<file path="src/rtl/note_sequencer.sv">
// Note sequencer: walks an external note table and drives hp/active of the square-wave synth.
// Optional macro NOTE_GAP_EN adds GAP_TICKS silent ticks at the end of every note.
module note_sequencer #(
   parameter int unsigned TICK_DIV  = 1000,
   parameter int unsigned SONG_LEN  = 32,
   parameter int unsigned GAP_TICKS = 1
) (
   input  logic        synth_clk,
   input  logic        rst_n,
   input  logic        start,
   input  logic        stop,
   input  logic        loop,
   input  logic [10:0] note_data,
   output logic [7:0]  note_idx,
   output logic [6:0]  hp,
   output logic        active,
   output logic        busy,
   output logic        done
);

   localparam int unsigned TW = $clog2(TICK_DIV);
   localparam int unsigned IW = 8;
   localparam int unsigned DW = 4;

   // Parameter sanity checks evaluated at elaboration.
   if (TICK_DIV < 2) begin : g_bad_tick_div
      $error("note_sequencer: TICK_DIV must be >= 2");
   end
   if (SONG_LEN < 1 || SONG_LEN > 256) begin : g_bad_song_len
      $error("note_sequencer: SONG_LEN must be in 1..256");
   end
   if (GAP_TICKS < 1) begin : g_bad_gap_ticks
      $error("note_sequencer: GAP_TICKS must be >= 1");
   end

`ifdef NOTE_GAP_EN
   localparam int unsigned GW = $clog2(GAP_TICKS + 1);
   typedef enum logic [1:0] {S_IDLE, S_LOAD, S_PLAY, S_GAP} state_t;
`else
   typedef enum logic [1:0] {S_IDLE, S_LOAD, S_PLAY} state_t;
`endif

   state_t          state_q, state_d;
   logic [TW-1:0]   tick_q, tick_d;
   logic [DW-1:0]   dur_q, dur_d;
   logic [IW-1:0]   idx_q, idx_d;
   logic [6:0]      hp_q, hp_d;
   logic            active_q, active_d;
   logic            busy_q, busy_d;
   logic            done_q, done_d;
`ifdef NOTE_GAP_EN
   logic [GW-1:0]   gap_q, gap_d;
`endif

   logic            tick_c;
   logic            adv_c;
   logic            end_c;

   assign tick_c = (tick_q == TW'(TICK_DIV - 1));

   // Next-state and next-output logic; stop overrides everything else.
   always_comb begin
      state_d  = state_q;
      tick_d   = tick_q;
      dur_d    = dur_q;
      idx_d    = idx_q;
      hp_d     = hp_q;
      active_d = active_q;
      done_d   = 1'b0;
`ifdef NOTE_GAP_EN
      gap_d    = gap_q;
`endif
      adv_c    = 1'b0;
      end_c    = 1'b0;

      case (state_q)
         S_IDLE: begin
            if (start) begin
               state_d = S_LOAD;
               idx_d   = '0;
            end
         end
         S_LOAD: begin
            if (note_data[3:0] == 4'd0) begin
               end_c = 1'b1;
            end else begin
               hp_d     = note_data[10:4];
               active_d = (note_data[10:4] != 7'd0);
               dur_d    = note_data[3:0];
               tick_d   = '0;
               state_d  = S_PLAY;
            end
         end
         S_PLAY: begin
            tick_d = tick_c ? '0 : tick_q + TW'(1);
            if (tick_c) begin
               dur_d = dur_q - DW'(1);
               if (dur_q == DW'(1)) begin
`ifdef NOTE_GAP_EN
                  state_d  = S_GAP;
                  active_d = 1'b0;
                  gap_d    = GW'(GAP_TICKS);
`else
                  adv_c    = 1'b1;
`endif
               end
            end
         end
`ifdef NOTE_GAP_EN
         S_GAP: begin
            tick_d = tick_c ? '0 : tick_q + TW'(1);
            if (tick_c) begin
               gap_d = gap_q - GW'(1);
               if (gap_q == GW'(1)) begin
                  adv_c = 1'b1;
               end
            end
         end
`endif
         default: begin
            state_d = S_IDLE;
         end
      endcase

      // Advance to the next entry, or treat the table end as end-of-song.
      if (adv_c) begin
         if (idx_q == IW'(SONG_LEN - 1)) begin
            end_c = 1'b1;
         end else begin
            idx_d   = idx_q + IW'(1);
            state_d = S_LOAD;
         end
      end

      if (end_c) begin
         idx_d = '0;
         if (loop) begin
            state_d = S_LOAD;
         end else begin
            state_d  = S_IDLE;
            done_d   = 1'b1;
            hp_d     = '0;
            active_d = 1'b0;
         end
      end

      if (stop) begin
         state_d  = S_IDLE;
         tick_d   = '0;
         dur_d    = '0;
         idx_d    = '0;
         hp_d     = '0;
         active_d = 1'b0;
         done_d   = 1'b0;
`ifdef NOTE_GAP_EN
         gap_d    = '0;
`endif
      end

      busy_d = (state_d != S_IDLE);
   end

   always_ff @(posedge synth_clk or negedge rst_n) begin
      if (!rst_n) begin
         state_q  <= S_IDLE;
         tick_q   <= '0;
         dur_q    <= '0;
         idx_q    <= '0;
         hp_q     <= '0;
         active_q <= 1'b0;
         busy_q   <= 1'b0;
         done_q   <= 1'b0;
`ifdef NOTE_GAP_EN
         gap_q    <= '0;
`endif
      end else begin
         state_q  <= state_d;
         tick_q   <= tick_d;
         dur_q    <= dur_d;
         idx_q    <= idx_d;
         hp_q     <= hp_d;
         active_q <= active_d;
         busy_q   <= busy_d;
         done_q   <= done_d;
`ifdef NOTE_GAP_EN
         gap_q    <= gap_d;
`endif
      end
   end

   assign note_idx = idx_q;
   assign hp       = hp_q;
   assign active   = active_q;
   assign busy     = busy_q;
   assign done     = done_q;

endmodule

</file>
<file path="config.mk">
export PLATFORM = sky130hd
export DESIGN_NAME = note_sequencer
export DESIGN_NICKNAME = d
export VERILOG_FILES = /design/src/rtl/note_sequencer.sv
export SDC_FILE = /design/constraint.sdc
export NUM_CORES = 1
export LEC_CHECK = 0
export CAP_MARGIN = 10
export CORE_MARGIN = 2
export CORE_UTILIZATION = 65
export DETAILED_ROUTE_END_ITERATION = 16
export DONT_BUFFER_PORTS = 1
export PLACE_DENSITY = 0.92
export SYNTH_ARGS = -nofsm -noshare
export SYNTH_HDL_FRONTEND = slang
export SYNTH_SLANG_ARGS = --single-unit
export TNS_END_PERCENT = 10
</file>
<file path="constraint.sdc">
create_clock -name synth_clk -period 2.8 [get_ports synth_clk]
set_input_delay 0.56 -clock synth_clk [delete_from_list [all_inputs] [get_ports synth_clk]]
set_output_delay 0.56 -clock synth_clk [all_outputs]
set_load 0.02 [all_outputs]
</file>
==> results of run 1 <==
-- metal layers --
layer  vias up  routed length [um]  part of all wire, %  GRT usage (%)
li1        791                   -                    -              -
met3        12                 457                  9.9           8.35
met2       101                2190                   47           48.6
met1       835                1910                   41           38.8
met5         -                   0                    0              0
met4         0                  78                  1.7           14.0
-- report_power, final --
| part | switching (mW) | internal, mW |
|---|---|---|
| combinational | 0.0734 | 0.0392 |
| clock | 0.175 | 0.279 |
| sequential | 0.0256 | 0.509 |
| total | 0.274 | 0.828 |
-- area by class of cell --
class | count | area [sq um] | area share (%)
repair buffers | 1 | 20.0 | 0.977
flip-flops and latches | 34 | 851 | 41.5
multi-input cells | 162 | 1010 | 49.1
well taps | 31 | 38.8 | 1.89
inverters | 7 | 26.3 | 1.28
clock inverters | 3 | 68.8 | 3.36
clock buffers | 5 | 37.5 | 1.83
-- cells in the mapped netlist, types with 2 or more instances --
cell type	count	area share, %
dfrtp_1	34	44
nand2_1	27	5.2
a21oi_1	25	6.5
nand3_1	16	4.1
nor3_1	8	2.1
inv_1	7	1.4
nor2_1	7	1.4
o21ai_0	7	1.8
nand4_1	5	1.6
ha_1	4	2.6
o21ai_1	4	1.0
or3_2	4	1.6
a22oi_1	3	1.2
a31oi_1	3	0.97
buf_2	3	0.78
clkbuf_1	3	0.58
o31ai_1	3	1.2
o32ai_1	3	1.4
or4_1	3	1.2
and2_1	2	0.65
and2b_2	2	0.91
and4_1	2	0.91
buf_6	2	1.2
mux2i_1	2	1.0
nand2b_1	2	0.65
nor4_1	2	0.65
or2_2	2	0.65
-- per-stage QoR --
step,hold slack (ns),util [%],setup slack (ns),total power [mW]
2_1_floorplan,0.264,-,0.946,0.624
3_3_place_gp,0.266,69.1,0.830,0.633
3_5_place_dp,0.265,69.1,0.777,0.643
4_1_cts,0.0169,73.6,0.738,1.11
5_1_grt,0.0175,73.6,0.574,1.15
6_report,0.0265,73.6,0.706,1.10
-- worst min-delay path by stage --
stage	slack [ns]	from	depth (start not counted)	end
final	0.03	rst_n	1	hp[3]
after global routing	0.02	rst_n	1	tick_q[5]
after CTS	0.02	rst_n	1	hp[3]
after detailed placement	0.27	rst_n	0	tick_q[3]
after global placement	0.27	rst_n	0	tick_q[5]
after floorplan	0.26	rst_n	0	active
-- worst register-to-register path, stage by stage (launching register included) --
cell and delay, ns:
dfrtp_1 0.63, ha_1 0.31, nand4_1 0.14, or2_2 0.41
o31ai_4 0.39, a21oi_1 0.09
-- registers in the layout (all words and copies together) (netlist names) --
name,flops
active,1
busy,1
done,1
dur_q,4
hp,7
note_idx,8
state_q,2
tick_q,10
-- cells by family (layout without fill, tap and decap cells) --
logic type | Yosys count | after routing
AO/OA/AOI/OAI | 62 | 62
XOR/XNOR | 1 | 1
adder cells (fa/ha/maj) | 4 | 4
buffers and inverters | 15 | 16
flip-flops | 34 | 34
multiplexers | 3 | 3
AND/OR/NAND/NOR | 92 | 92
==> qor.yml, run 1 <==
global_route:
  first_global_vias: 1747
  grtUsageTotal_pct: 30.5
  grt_pass1_wl_um: 7880
  antenna_found_initial: 0
  overflow: 0
  grt_max_degree: 35
clocking:
  path_clk_slew_ns: 0.11
  cts.sinks: 34
  cts_tree: "built"
  post_cts_buffers: 0
  cts_inserted_buffers: 5
  root_buffer: "clkbuf_4"
  htree_levels: 2
  clk_path_buf_depth: 2
  cts_hold_buf: 1
  clock_latency_ns: 0.34
  ctsResizeCount: 0
logic_synthesis:
  synth-edff-count: 0
  syn_nets: 231
  synth_simple_gate_area_share_pct: 26.0
  synthArstFlopShare_pct: 100
  ys.flop_type: "dfrtp_1"
  synth-adder-area-share_pct: 2.59
  yosys_register_bits: 34
  yosysSeqAreaShare_pct: 44.0
  muxShareOfSynthArea_pct: 1.62
  netlist_area_sq_um: 1930
  synth-xor-area-share_pct: 0.453
  synth_compound_area_share_pct: 21.4
  syn_inst: 211
  synth_warnings: 0
  synth_top_family_by_area: "simple AND/OR/NAND/NOR gates"
  avgSynthCellArea_sq_um: 9.16
  yosysUniqueCellTypes: 53
worst_setup_path:
  r2r.worst_path.cells: 5
  r2r_setup_slack_ns: 0.71
  critical_path_arrival_ns: 2.32
  critical_path.max_fanout: 8
  crit_path_start_kind: "flip-flop"
  r2r-start: "note_idx[0]"
  crit_path_end: "hp[6]"
  cp_slowest_cell: "dfrtp_1"
  r2r_end: "hp[6]"
  slowest_delay_ns: 0.63
  crit_family: "flip-flops"
  startpoint: "note_idx[0]"
  cp_num_buf_inv: 0
  worstPathCellList: "ha_1 > nand4_1 > or2_2 > o31ai_4 > a21oi_1"
  path_class: "flip-flop to flip-flop"
  required_ns: 3.03
  endpoint_kind: "flip-flop"
  crit_cells: 5
sta:
  max_slew.worst_pin.slew_ns: 0.642
  skew_ns: 0.0135
  fin_crit_ns: 2.09
  period_share_pct: 74.8
  hold_viol: 0
  slew_viol_final: 0
  maxSlewHeadroom_pct: 56.8
  setup_violations: 0
  fmax_ghz: 0.478
  fin_setup_tns_ns: 0
  rsz0062_at_grt: "no"
finish:
  final_common_cell: "dfrtp_1"
  fin_nets: 231
  mostFrequentLayoutCells: "34 x dfrtp_1, 27 x nand2_1, 25 x a21oi_1, 16 x nand3_1, 8 x nor3_1"
  fin_area_sq_um: 2050
  num-fill-cells: 203
  n_antenna_cell: 0
  drive_gt1_share_pct: 12.7
  fin_cells: 243
  area_growth_pct: 6.02
placed_design:
  dp_hpwl_um: 3220
  place_congestion: 0.939
  numPortBuffers: 0
  placed_cells: 234
  placed_area_sq_um: 1920
routing:
  drt_iter0_drc: 148
  drt-wirelength-per-cell_um: 19.0
  post-route-drc-count: 0
  ant_nets: 0
  postRouteWirelength_um: 4630
  first_pass_iters: 4
  vias_per_cell: 7.16
  routed-via-count: 1739
floorplan:
  num_rows: 19
  dieArea_sq_um: 3420
  coreArea_sq_um: 2780
  top_level_ports: 34
  initial_core_util_pct: 69.5
  die_w_um: 58.5
  die_y_um: 58.5
pwr:
  irDropWorstVdd_mv: 0.644
  leakage_nw: 0.814
  p_per_area_nw_per_um2: 538
outcome:
  status: "finished clean"
worst_hold_path:
  min_path_type: "input pin to asynchronous set/reset pin"
job:
  maxCapViolCount: 0
Power figures use the tool's default switching activity.
==> inputs of run 2 (changes only) <==
--- a/config.mk
+++ b/config.mk
@@ -7,10 +7,10 @@
 export LEC_CHECK = 0
 export CAP_MARGIN = 10
 export CORE_MARGIN = 2
-export CORE_UTILIZATION = 65
+export CORE_UTILIZATION = 56
 export DETAILED_ROUTE_END_ITERATION = 16
 export DONT_BUFFER_PORTS = 1
-export PLACE_DENSITY = 0.92
+export PLACE_DENSITY = 0.85
 export SYNTH_ARGS = -nofsm -noshare
 export SYNTH_HDL_FRONTEND = slang
 export SYNTH_SLANG_ARGS = --single-unit
==> constraint.sdc (replaced) <==
create_clock -name synth_clk -period 1.7 [get_ports synth_clk]
set_input_delay 0.34 -clock synth_clk [delete_from_list [all_inputs] [get_ports synth_clk]]
set_output_delay 0.34 -clock synth_clk [all_outputs]
set_load 0.02 [all_outputs]
==> qor.yml, run 2 (synthesis results as in run 1) <==
sta:
  hold_viol: 0  # unchanged
  max_slew.worst_pin.slew_ns: 0.744  # +0.101 ns
  rsz0062_at_grt: "yes"
  whs_ns: 0.0413  # +0.0148 ns
  period_share_pct: 99.8  # +25 points
  skew_ns: 0.00452  # -0.00902 ns
  fin_crit_ns: 1.70  # -0.397 ns
  setup_violations: 0  # unchanged
  fin_setup_tns_ns: 0  # unchanged
  slew_viol_final: 0  # unchanged
  fmax_ghz: 0.589  # +23%
  maxSlewHeadroom_pct: 50.0  # -6.8 points
worst_setup_path:
  r2r_setup_slack_ns: 0.003  # -0.70 ns
  path_class: "flip-flop to flip-flop"
  crit_path_start_kind: "flip-flop"
  critical_path_arrival_ns: 1.93  # -0.39 ns
  required_ns: 1.93  # -1.10 ns
  endpoint_kind: "flip-flop"
  critical_path.max_fanout: 4  # -4
global_route:
  overflow: 0  # unchanged
  first_global_vias: 1705  # -2.4%
  grtUsageTotal_pct: 24.9  # -5.6 points
  grt_max_degree: 35  # unchanged
  antenna_found_initial: 0  # unchanged
  grt_pass1_wl_um: 7650  # -2.9%
routing:
  first_pass_iters: 4  # unchanged
  routed-via-count: 1838  # +5.7%
  wl_met2_um: 2510  # +15%
  postRouteWirelength_um: 4990  # +7.8%
  drt_iter0_drc: 76  # -49%
  dr_wl_met3_um: 304  # -33%
  routed.top_layer: "met4"
  post-route-drc-count: 0  # unchanged
  drt-wirelength-per-cell_um: 16.9  # -11%
  vias_per_cell: 6.23  # -13%
  ant_nets: 0  # unchanged
  wl_met1_um: 2100  # +10%
finish:
  n_antenna_cell: 0  # unchanged
  mostFrequentLayoutCells: "31 x buf_4, 28 x dfrtp_1, 27 x nand2_1, 20 x a21oi_1, 13 x nand3_1"
  area_growth_pct: 26.2
  largest_reg_flops: 10  # unchanged
  final_util_pct: 73.0  # -0.60 points
  fin_cells: 295  # +21%
  largest-register: "tick_q"
  drive_gt1_share_pct: 34.9  # +22 points
  final_common_cell: "buf_4"
  fin_nets: 269  # +16%
pwr:
  irDropWorstVdd_mv: 0.487  # -24%
  finalPower_mw: 1.55  # +41%
  leakage_nw: 1.00  # +23%
  p_per_area_nw_per_um2: 636  # +18%
clocking:
  cts.sinks: 34  # unchanged
  clock_latency_ns: 0.34  # about the same
  root_buffer: "clkbuf_4"
  cts_inserted_buffers: 5  # unchanged
  clk_path_buf_depth: 2  # unchanged
  path_clk_slew_ns: 0.10  # about the same
  cts_tree: "built"
  htree_levels: 2  # unchanged
placed_design:
  placed_cells: 276  # +18%
  numPortBuffers: 0  # unchanged
  place_congestion: 0.800  # -15%
  dp_hpwl_um: 3340  # +3.6%
floorplan:
  initial_core_util_pct: 57.9  # -12 points
  top_level_ports: 34  # unchanged
  die_w_um: 62.7  # +7.2%
  die_y_um: 62.7  # +7.2%
  num_rows: 21  # +2
  coreArea_sq_um: 3340  # +20%
  dieArea_sq_um: 3940  # +15%
worst_hold_path:
  min_path_type: "input pin to flip-flop"
outcome:
  status: "finished clean"
job:
  maxCapViolCount: 0  # unchanged
## run 2: cell types whose count changed in the layout (fill, tap and decap cells not counted), sizes merged
cell and delta:
buf +36, bufinv -2, clkbuf +1, clkinv +1, dlygate4sd3 +1
## run 2: repair_timing
action                                 in CTS  in global routing
pin swaps                                   3                 11
cloned                                      0                  1
hold buffers                                2                  0
setup buffers                               5                  5
setup endpoints to repair                  11                 25
gates resized for setup                     6                 23
endpoints found under the hold margin      34                  0
## run 2: worst max-delay path, stage by stage, from the launching register on
cell	delay (ns)
dfrtp_1	0.38
ha_2	0.21
and4b_1	0.20
nand4_1	0.18
buf_4	0.20
clkbuf_16	0.14
buf_4	0.13
nand3_1	0.07
a21oi_1	0.06
## run 2: metrics by stage
step / cell area, sq um / setup slack (ns)
final: 2440 / 0.00324
after detailed placement: 2160 / -0.0630
after global placement: 2160 / -0.0188
after floorplan: 1950 / -0.0267
after CTS: 2290 / -0.00599
after global routing: 2440 / -0.0707
## run 2: layout make-up
cell class / instances / area, sq um
clock buffer: 5 / 37.5
tap: 46 / 57.6
timing repair buffer: 39 / 353
inverter: 7 / 26.3
multi-input combinational: 162 / 1090
clock inverter: 2 / 10.0
sequential: 34 / 858
fill: 259 / 900
## run 2: routing by layer
| layer | global-route usage (%) | vias up |
|---|---|---|
| li1 | - | 863 |
| met1 | 30.6 | 906 |
| met2 | 39.9 | 59 |
| met3 | 7.57 | 10 |
| met4 | 12.5 | 0 |
| met5 | 0 | - |
## run 2: final timing paths
| check | startpoint | endpoint | cells after the start |
|---|---|---|---|
| setup / recovery | tick_q[1] | note_idx[4] | 8 |
| hold / removal | stop | tick_q[9] | 1 |
| setup reg to reg | tick_q[1] | note_idx[4] | 8 |
| hold reg to reg | dur_q[3] | dur_q[3] | 2 |
| max in group asynchronous | rst_n | note_idx[5] | 2 |
| min in group asynchronous | rst_n | tick_q[1] | 2 |
## run 2: report_power, final
group,switching (mW),internal [mW]
Sequential,0.0432,0.839
Combinational,0.140,0.113
Clock,0.267,0.148
Total,0.450,1.10
==> inputs of run 3 (changes only) <==
--- a/config.mk
+++ b/config.mk
@@ -5,12 +5,13 @@
 export SDC_FILE = /design/constraint.sdc
 export NUM_CORES = 1
 export LEC_CHECK = 0
+export ABC_CLOCK_PERIOD_IN_PS = 1700
 export CAP_MARGIN = 10
 export CORE_MARGIN = 2
-export CORE_UTILIZATION = 56
+export CORE_UTILIZATION = 54
 export DETAILED_ROUTE_END_ITERATION = 16
 export DONT_BUFFER_PORTS = 1
-export PLACE_DENSITY = 0.85
+export PLACE_DENSITY = 0.83
 export SYNTH_ARGS = -nofsm -noshare
 export SYNTH_HDL_FRONTEND = slang
 export SYNTH_SLANG_ARGS = --single-unit
==> constraint.sdc (replaced) <==
create_clock -name synth_clk -period 1.7 [get_ports synth_clk]
set_input_delay 0.51 -clock synth_clk [delete_from_list [all_inputs] [get_ports synth_clk]]
set_output_delay 0.51 -clock synth_clk [all_outputs]
set_load 0.02 [all_outputs]
==> qor.yml, run 3 (synthesis results as in run 1) <==
worst_setup_path:
  path_class: "flip-flop to flip-flop"
  startpoint: "dur_q[1]"
  required_ns: 1.92  # about the same
  crit_path_start_kind: "flip-flop"
  critical_path.max_fanout: 11  # +7
  r2r-start: "dur_q[1]"
  critical_path_arrival_ns: 1.92  # about the same
  endpoint_kind: "flip-flop"
worst_hold_path:
  min_path_type: "input pin to flip-flop"
  worstHoldStart: "stop"
finish:
  fin_nets: 265  # -1.5%
  mostFrequentLayoutCells: "32 x dfrtp_1, 29 x buf_4, 27 x nand2_1, 22 x a21oi_1, 16 x nand3_1"
  area_growth_pct: 21.4
  final_util_pct: 69.2  # -3.8 points
  largest_reg_flops: 10  # unchanged
  final_common_cell: "dfrtp_1"
  num-fill-cells: 247  # -4.6%
  fin_cells: 292  # -1.0%
  n_antenna_cell: 0  # unchanged
  regArea_sq_um: 853  # -0.58%
  drive_gt1_share_pct: 28.5  # -6.5 points
  fin_area_sq_um: 2350  # -3.7%
  multiInputGateArea_sq_um: 1040  # -4.7%
  largest-register: "tick_q"
routing:
  vias_per_cell: 6.06  # -2.7%
  drt_iter0_drc: 174  # +130%
  routed-via-count: 1770  # -3.7%
  post-route-drc-count: 0  # unchanged
  ant_nets: 0  # unchanged
  first_pass_iters: 4  # unchanged
  drt-wirelength-per-cell_um: 15.8  # -6.4%
  postRouteWirelength_um: 4630  # -7.3%
global_route:
  grt_pass1_wl_um: 8040  # +5.0%
  antenna_found_initial: 0  # unchanged
  overflow: 0  # unchanged
  grt_max_degree: 35  # unchanged
  grtUsageTotal_pct: 25.1  # +0.15 points
  first_global_vias: 1767  # +3.6%
clocking:
  cts.sinks: 34  # unchanged
  htree_levels: 2  # unchanged
  root_buffer: "clkbuf_4"
  clock_latency_ns: 0.34  # about the same
  clk_path_buf_depth: 2  # unchanged
  cts_inserted_buffers: 5  # unchanged
  path_clk_slew_ns: 0.11  # about the same
  cts_tree: "built"
sta:
  fin_setup_tns_ns: 0  # unchanged
  period_share_pct: 99.6  # -0.17 points
  hold_viol: 0  # unchanged
  maxSlewHeadroom_pct: 69.6  # +20 points
  rsz0062_at_grt: "yes"
  skew_ns: 0.0106  # +0.00604 ns
  setup_violations: 0  # unchanged
  fin_crit_ns: 1.69  # -0.00297 ns
  fmax_ghz: 0.590  # +0.18%
  max_slew.worst_pin.slew_ns: 0.455  # -0.289 ns
  slew_viol_final: 0  # unchanged
placed_design:
  placed_cells: 281  # +1.8%
  dp_hpwl_um: 3330  # -0.30%
  place_congestion: 0.860  # +7.5%
  numPortBuffers: 0  # unchanged
  placed_area_sq_um: 2200  # +1.5%
job:
  maxCapViolCount: 0  # unchanged
floorplan:
  initial_core_util_pct: 57.0  # -0.90 points
  top_level_ports: 34  # unchanged
  coreArea_sq_um: 3390  # +1.6%
  die_w_um: 63.8  # +1.7%
  num_rows: 21  # unchanged
  die_y_um: 63.8  # +1.7%
  dieArea_sq_um: 4070  # +3.5%
pwr:
  irDropWorstVdd_mv: 0.459  # -5.7%
  p_per_area_nw_per_um2: 686  # +7.8%
  leakage_nw: 0.977  # -2.4%
outcome:
  status: "finished clean"
run 3: cell count changes in the layout (fill, tap and decap cells not counted), sizes merged:
cell	previous run	this run
buf	37	34
clkinv	2	1
clkinvlp	0	1
run 3: layout make-up:
| type | instances | share of cell area, % |
|---|---|---|
| clock inverters | 2 | 0.533 |
| multi-input cells | 162 | 44.5 |
| repair buffers | 35 | 12.9 |
| inverters | 7 | 1.12 |
| well taps | 46 | 2.45 |
| clock buffers | 6 | 2.19 |
| flip-flops and latches | 34 | 36.4 |
run 3: worst paths after layout:
path | end | slack, ns | depth (start not counted)
setup / recovery | active | 0.006 | 8
hold / removal | tick_q[9] | 0.22 | 1
setup reg to reg | active | 0.006 | 8
hold reg to reg | dur_q[2] | 0.56 | 2
max in group asynchronous | note_idx[0] | 0.89 | 2
min in group asynchronous | tick_q[2] | 0.61 | 2
run 3: stage by stage:
stage / total power, mW / hold WS, ns / setup WS (ns)
finish: 1.61 / 0.221 / 0.00621
global route: 1.69 / 0.201 / -0.0801
CTS: 1.61 / 0.202 / 0.00237
detailed placement: 1.10 / 0.215 / -0.0828
global placement: 1.09 / 0.215 / -0.0653
floorplan: 1.03 / 0.214 / -0.104
run 3: what timing repair did:
action / in CTS / in global routing
gates resized for setup: 5 / 10
buffers inserted: 0 / 2
hold buffers: 2 / 0
pin swaps: 1 / 7
endpoints found under the setup margin: 11 / 18
hold endpoints to repair: 34 / 0
run 3: routing by layer:
layer	GRT usage [%]	part of all wire, %
met1	30.9	43
met2	40.4	49
met3	6.51	6.1
met4	13.0	1.8
met5	0	0
run 3: worst max-delay path: stages (launching register included):
cell and delay (ns):
dfrtp_1 0.42, inv_2 0.07, ha_1 0.14, and4b_1 0.19
nand4_1 0.12, buf_6 0.18, o31ai_4 0.26, buf_6 0.16
a21oi_1 0.04
run 3: power by group:
part,internal [mW],switching (mW)
Clock,0.199,0.289
Combinational,0.107,0.134
Sequential,0.839,0.0412
